**config.mk**
```make
export PLATFORM = sky130hd
export DESIGN_NAME = d_drain_counter
export DESIGN_NICKNAME = d
export VERILOG_FILES = /design/src/rtl/pcie_tx_pkg.sv /design/src/rtl/rr_arb2.sv /design/src/rtl/d_drain_counter.sv
export SDC_FILE = /design/constraint.sdc
export NUM_CORES = 1
export LEC_CHECK = 0
export CELL_PAD_IN_SITES_DETAIL_PLACEMENT = 1
export CELL_PAD_IN_SITES_GLOBAL_PLACEMENT = 1
export CORE_MARGIN = 2
export CORE_UTILIZATION = 35
export DETAILED_ROUTE_END_ITERATION = 8
export GPL_TIMING_DRIVEN = 0
export PLACE_DENSITY = 0.81
export REMOVE_ABC_BUFFERS = 1
export SLEW_MARGIN = 10
export SYNTH_ARGS = -nofsm -noshare
export SYNTH_HDL_FRONTEND = slang
export SYNTH_SLANG_ARGS = --single-unit
```
**constraint.sdc**
```tcl
create_clock -name clk -period 1.4 [get_ports clk]
set_clock_uncertainty 0.15 [all_clocks]
set_input_delay 0.28 -clock clk [delete_from_list [all_inputs] [get_ports clk]]
set_output_delay 0.28 -clock clk [all_outputs]
set_load 0.01 [all_outputs]
```
**src/rtl/pcie_tx_pkg.sv**
```systemverilog
// ---------------------------------------------------------------------------
// pcie_tx_pkg
// Shared constants for the transmit-side drain logic:
//   ST_IDLE / ST_DRAIN / ST_REPORT : drain FSM state encoding
//   DEST_D0 / DEST_D1              : destination tags carried with each word
//   DATA_W / CNT_W                 : default FIFO-word and counter widths
// ---------------------------------------------------------------------------
package pcie_tx_pkg;

  localparam logic [1:0] ST_IDLE   = 2'd0;
  localparam logic [1:0] ST_DRAIN  = 2'd1;
  localparam logic [1:0] ST_REPORT = 2'd2;

  localparam logic DEST_D0 = 1'b0;
  localparam logic DEST_D1 = 1'b1;

  localparam int DATA_W = 6;
  localparam int CNT_W  = 5;

endpackage : pcie_tx_pkg

```
**src/rtl/rr_arb2.sv**
```systemverilog
// ---------------------------------------------------------------------------
// rr_arb2
// Two-input round-robin arbiter with a registered priority pointer.
// The grant is combinational from req_i and the pointer; the pointer moves
// to the non-granted input whenever any grant is issued.
// Ports:
//   clk    : clock
//   rst_n  : asynchronous active-low reset (pointer -> input 0)
//   req_i  : request vector, bit k = input k wants service
//   gnt_o  : one-hot grant (all zero when nothing requests)
// ---------------------------------------------------------------------------
module rr_arb2 (
  input  logic       clk,
  input  logic       rst_n,
  input  logic [1:0] req_i,
  output logic [1:0] gnt_o
);

  // ptr_q = 0 : input 0 wins a tie; ptr_q = 1 : input 1 wins a tie.
  logic ptr_q;
  logic ptr_d;

  always_comb begin
    // NOTE: every always_comb output gets a default first so no path leaves it unassigned (no latch).
    gnt_o = 2'b00;
    ptr_d = ptr_q;
    unique case (req_i)
      2'b01:   gnt_o = 2'b01;
      2'b10:   gnt_o = 2'b10;
      2'b11:   gnt_o = ptr_q ? 2'b10 : 2'b01;
      default: gnt_o = 2'b00;
    endcase
    // The winner loses priority, even when it was the only requester.
    if (gnt_o[0]) begin
      ptr_d = 1'b1;
    end else if (gnt_o[1]) begin
      ptr_d = 1'b0;
    end
  end

  always_ff @(posedge clk or negedge rst_n) begin
    if (!rst_n) begin
      // NOTE: sequential state uses non-blocking assignments so all flops update together at the edge.
      ptr_q <= 1'b0;
    end else begin
      ptr_q <= ptr_d;
    end
  end

endmodule : rr_arb2

```
**src/rtl/d_drain_counter.sv**
```systemverilog
// ---------------------------------------------------------------------------
// d_drain_counter
// Drains the D0/D1 destination FIFOs under round-robin arbitration, merges
// the popped words into one registered stream and counts words delivered
// per destination. When upstream is idle and the pipeline is empty the
// counters can be read back through a req/idx handshake.
//
// Pop-to-valid_out latency is fixed at 2 cycles: pop in cycle n, FIFO data
// in cycle n+1, data_out/valid_out (and the counter bump) in cycle n+2.
//
// Build option: define COUNT_SAT_EN to make the counters saturate at
// all-ones instead of wrapping to zero.
//
// Ports:
//   clk, reset            : clock; asynchronous active-low reset
//   enable                : allow new pops
//   idle_in               : upstream full-logic FSM is idle
//   empty_D0/empty_D1     : FIFO empty flags (current cycle)
//   data_D0/data_D1       : FIFO read data, valid the cycle after a pop
//   D0_pop/D1_pop         : pop strobes (at most one per cycle)
//   data_out/valid_out    : merged output word and its strobe
//   dest_out              : source of data_out (0 = D0, 1 = D1)
//   req/idx               : counter read request and counter select
//   count_out/count_valid : selected counter value and its strobe
// ---------------------------------------------------------------------------
module d_drain_counter
  import pcie_tx_pkg::*;
#(
  parameter int data_width  = DATA_W,
  parameter int count_width = CNT_W
) (
  input  logic                   clk,
  input  logic                   reset,
  input  logic                   enable,
  input  logic                   idle_in,
  input  logic                   empty_D0,
  input  logic                   empty_D1,
  input  logic [data_width-1:0]  data_D0,
  input  logic [data_width-1:0]  data_D1,
  output logic                   D0_pop,
  output logic                   D1_pop,
  output logic [data_width-1:0]  data_out,
  output logic                   valid_out,
  output logic                   dest_out,
  input  logic                   req,
  input  logic                   idx,
  output logic [count_width-1:0] count_out,
  output logic                   count_valid
);

  logic [1:0]             state_q, state_d;
  logic                   s1_valid_q;   // a pop was issued last cycle
  logic                   s1_dest_q;    // ...and this is where it came from
  logic [data_width-1:0]  data_out_q;
  logic                   valid_out_q;
  logic                   dest_out_q;
  logic [count_width-1:0] cnt0_q, cnt0_d;
  logic [count_width-1:0] cnt1_q, cnt1_d;
  logic [count_width-1:0] count_out_q;
  logic                   count_valid_q;

  logic [1:0]             arb_req;
  logic [1:0]             arb_gnt;
  logic                   pipe_busy;

  function automatic logic [count_width-1:0] bump(input logic [count_width-1:0] c);
`ifdef COUNT_SAT_EN
    return (&c) ? c : c + count_width'(1);
`else
    return c + count_width'(1);
`endif
  endfunction

  // Requests are masked outside DRAIN or when enable is low, so the
  // arbiter pointer only advances on pops that actually happen.
  assign arb_req = {~empty_D1, ~empty_D0} & {2{(state_q == ST_DRAIN) && enable}};

  rr_arb2 u_arb (
    .clk   (clk),
    .rst_n (reset),
    .req_i (arb_req),
    .gnt_o (arb_gnt)
  );

  assign D0_pop = arb_gnt[0];
  assign D1_pop = arb_gnt[1];

  assign pipe_busy = s1_valid_q | valid_out_q;

  always_comb begin
    state_d = state_q;
    unique case (state_q)
      ST_IDLE: begin
        if (enable) state_d = ST_DRAIN;
      end
      ST_DRAIN: begin
        if (!enable) begin
          state_d = ST_IDLE;
        end else if (idle_in && empty_D0 && empty_D1 && !pipe_busy) begin
          state_d = ST_REPORT;
        end
      end
      ST_REPORT: begin
        if (!enable) begin
          state_d = ST_IDLE;
        end else if (!empty_D0 || !empty_D1) begin
          state_d = ST_DRAIN;
        end
      end
      default: state_d = ST_IDLE;
    endcase
  end

  always_comb begin
    cnt0_d = cnt0_q;
    cnt1_d = cnt1_q;
    // The counter bumps on the same edge that registers the word onto data_out.
    if (s1_valid_q) begin
      if (s1_dest_q == DEST_D1) cnt1_d = bump(cnt1_q);
      else                      cnt0_d = bump(cnt0_q);
    end
  end

  always_ff @(posedge clk or negedge reset) begin
    if (!reset) begin
      state_q       <= ST_IDLE;
      s1_valid_q    <= 1'b0;
      s1_dest_q     <= DEST_D0;
      data_out_q    <= '0;
      valid_out_q   <= 1'b0;
      dest_out_q    <= DEST_D0;
      cnt0_q        <= '0;
      cnt1_q        <= '0;
      count_out_q   <= '0;
      count_valid_q <= 1'b0;
    end else begin
      state_q     <= state_d;
      s1_valid_q  <= |arb_gnt;
      s1_dest_q   <= arb_gnt[1];
      valid_out_q <= s1_valid_q;
      if (s1_valid_q) begin
        data_out_q <= (s1_dest_q == DEST_D0) ? data_D0 : data_D1;
        dest_out_q <= s1_dest_q;
      end
      cnt0_q <= cnt0_d;
      cnt1_q <= cnt1_d;
      // Reads are honoured only in REPORT; count_out otherwise holds.
      count_valid_q <= (state_q == ST_REPORT) && req;
      if ((state_q == ST_REPORT) && req) begin
        count_out_q <= idx ? cnt1_q : cnt0_q;
      end
    end
  end

  assign data_out    = data_out_q;
  assign valid_out   = valid_out_q;
  assign dest_out    = dest_out_q;
  assign count_out   = count_out_q;
  assign count_valid = count_valid_q;

endmodule : d_drain_counter
```
==> flow_summary.yaml <==
status:
  run_status: "complete, but fails checks"
  violations: "negative setup slack"
die:
  floorplan.initialDensity_pct: 37.1
  rows: 21
  die-area_um2: 4090
  die_w_um: 63.9
  io_pins: 36
  die_h_um: 63.9
  core_area_um2: 3390
worst_setup_path:
  crit_path_end_kind: "output port"
  reg2reg_from: "state_q[1]"
  ff2ff_setup_slack_ns: 0.06
  required_ns: 0.97
  path_class: "input port to output port"
  r2r-end: "u_arb.ptr_q"
  arrival_ns: 1.33
  cp_max_fo: 3
  crit_path_start_kind: "input port"
  reg2reg_depth: 5
drt:
  drc_errors: 0
  drt_wl_total_mm: 2.92
  routedWlPerCell_um: 14.6
  viasPerCell: 4.72
  via_count: 944
  firstDrtPassIters: 4
  ant_nets: 0
  drtIter0Drc: 22
grt:
  antenna_found_initial: 0
  grt_pass1_wl_mm: 4.97
  grt_pass1_vias: 1065
  grt_usage_pct: 16.4
  grt_overflow: 0
  grt_max_degree: 30
clocking:
  cts.sinks: 29
  cts_max_level: 2
  cts_made_buffers: 5
  clk_latency_ns: 0.32
  clock_path_buffers: 2
  cts-root-buf: "clkbuf_4"
  cts_tree: "yes"
  clk_pin_slew_ns: 0.09
pwr:
  combinationalPowerShare_pct: 21.5
  p_seq_share_pct: 54.5
  power_frac_clock_pct: 24.0
  switchingPower_uw: 638
  p_int_mw: 1.48
  p_per_area_nw_per_um2: 1250
  power.leakage_nw: 0.770
  p_sw_share_pct: 30.1
  power.total_mw: 2.12
  ir_worst_vdd_v: 0.000678
final_layout:
  drive_above_1_share_pct: 24.7
  fin_cells: 200
  nFillCells: 373
  antenna_cells: 0
  mostFrequentLayoutCells: "dfrtp_1, clkdlybuf4s50_1, clkbuf_2"
  final_nets: 176
  area_growth_pct: 35.0
  final_common_cell: "dfrtp_1"
sta:
  slew_viol_final: 0
  slew_headroom_pct: 56.8
  worst_pin_slew_ns: 0.648
  setup_violations: 2
  min_period_ns: 1.76
  finalHoldViolCount: 0
  rsz0062_at_grt: "true"
  fmaxAchievable_mhz: 568
  worst_slack_ns: -0.362
  fin_crit_sh_pct: 126
  tns_ns: -0.637
hold_path:
  whs_path_depth: 2
  hold_start: "empty_D0"
  hp-class: "input port to flip-flop"
  holdPathEnd: "s1_valid_q"
placement:
  placed_cells: 184
  post-place-ws_ns: -0.829
  port_buffers: 35
  place.gp.congestion: 0.684
  dp_hpwl_mm: 2.05
yosys:
  syn_inst: 108
  synth_top_area_share_pct: 57.7
  netlist_area_um2: 1260
  yosysUniqueCellTypes: 27
  synth_warnings: 0
  synth_area_leaders: "dfrtp_1, mux2i_1, xnor2_1, a21oi_1, o21ai_0"
  avgSynthCellArea_um2: 11.6
  ys_seq_area_share_pct: 57.7
  yosys.area.top_type: "dfrtp_1"
  ys_ff_latch: 29
flow_run:
  max_cap_violations: 0
power groups by stage:
stage	sequential, mW	combinational [mW]	clock, mW
final	1.16	0.456	0.510
after global routing	1.19	0.511	0.588
after detailed placement	1.18	0.476	0
after floorplan	1.16	0.221	0
after CTS	1.16	0.481	0.529
after global placement	1.16	0.452	0
sequential cells by signal, summed over array words and instances (netlist names):
| name | cells |
|---|---|
| cnt0_q | 5 |
| u_arb.ptr_q | 1 |
| count_out | 5 |
| data_out | 6 |
| valid_out | 1 |
| count_valid | 1 |
| s1_valid_q | 1 |
| s1_dest_q | 1 |
| state_q | 2 |
| dest_out | 1 |
| cnt1_q | 5 |
kinds of logic after synthesis:
family | synth area share (%)
flops | 57.7
buf+inv | 3.58
fa+ha+maj | 1.99
mux | 10.5
simple gates | 12.3
compound gates | 8.26
xor+xnor | 5.57
critical path: stages:
cell	delay (ns)
clkdlybuf4s50_1	0.51
nand3b_1	0.14
buf_6	0.16
nor3_4	0.09
buf_2	0.15
metrics by stage:
step | area, µm² | util [%] | hold slack, ns
after detailed placement | 1620 | 47.9 | 0.199
after CTS | 1750 | 51.6 | 0.238
after floorplan | 1220 | - | -0.166
after global placement | 1630 | 48.0 | 0.313
final | 1700 | 50.1 | 0.302
after global routing | 1700 | 50.1 | 0.308
layout make-up:
type                    count  area [µm²]  share of cell area (%)
clock buffers               7        55.1                    3.24
multi-input cells          72         507                    29.8
well taps                  46        57.6                    3.39
inverters                   2        7.51                   0.442
repair buffers             44         343                    20.2
flip-flops and latches     29         728                    42.9
worst max path at each step:
stage | from | end | slack (ns) | cells past startpoint
after global placement | enable | D1_pop | -0.83 | 4
after CTS | state_q[1] | D0_pop | -0.38 | 4
after global routing | state_q[1] | D0_pop | -0.46 | 4
final | enable | D0_pop | -0.36 | 5
after detailed placement | enable | D1_pop | -0.83 | 4
after floorplan | s1_valid_q | cnt0_q[1] | -0.03 | 2
routing by layer:
metal,vias up,routed length (µm),track usage [%]
li1,468,-,-
met1,449,1190,18.2
met2,20,1520,27.0
met3,7,127,6.34
met4,0,84,8.42
met5,-,0,0
synth_stat cells (all sizes together):
master,number
mux2,2
nand3b,2
inv,2
o31ai,1
nand2,7
and3,1
nand3,4
nor3,2
ha,2
dfrtp,29
nor2b,2
clkbuf,1
a31oi,1
mux2i,11
nand2b,1
xor2,1
xnor2,7
buf,4
a21oi,8
nand4b,1
nand4,2
o21a,1
nor2,8
a22oi,1
o21ai,7
timing repair:
item | 4_1_cts | 5_1_grt
pin swaps | 2 | 5
endpoints found under the setup margin | 25 | 22
hold endpoints to repair | 29 | 0
setup buffers | 8 | 0
hold buffers | 1 | 0
resized for setup | 40 | 19
No activity file was read; power rests on OpenSTA's default activity.
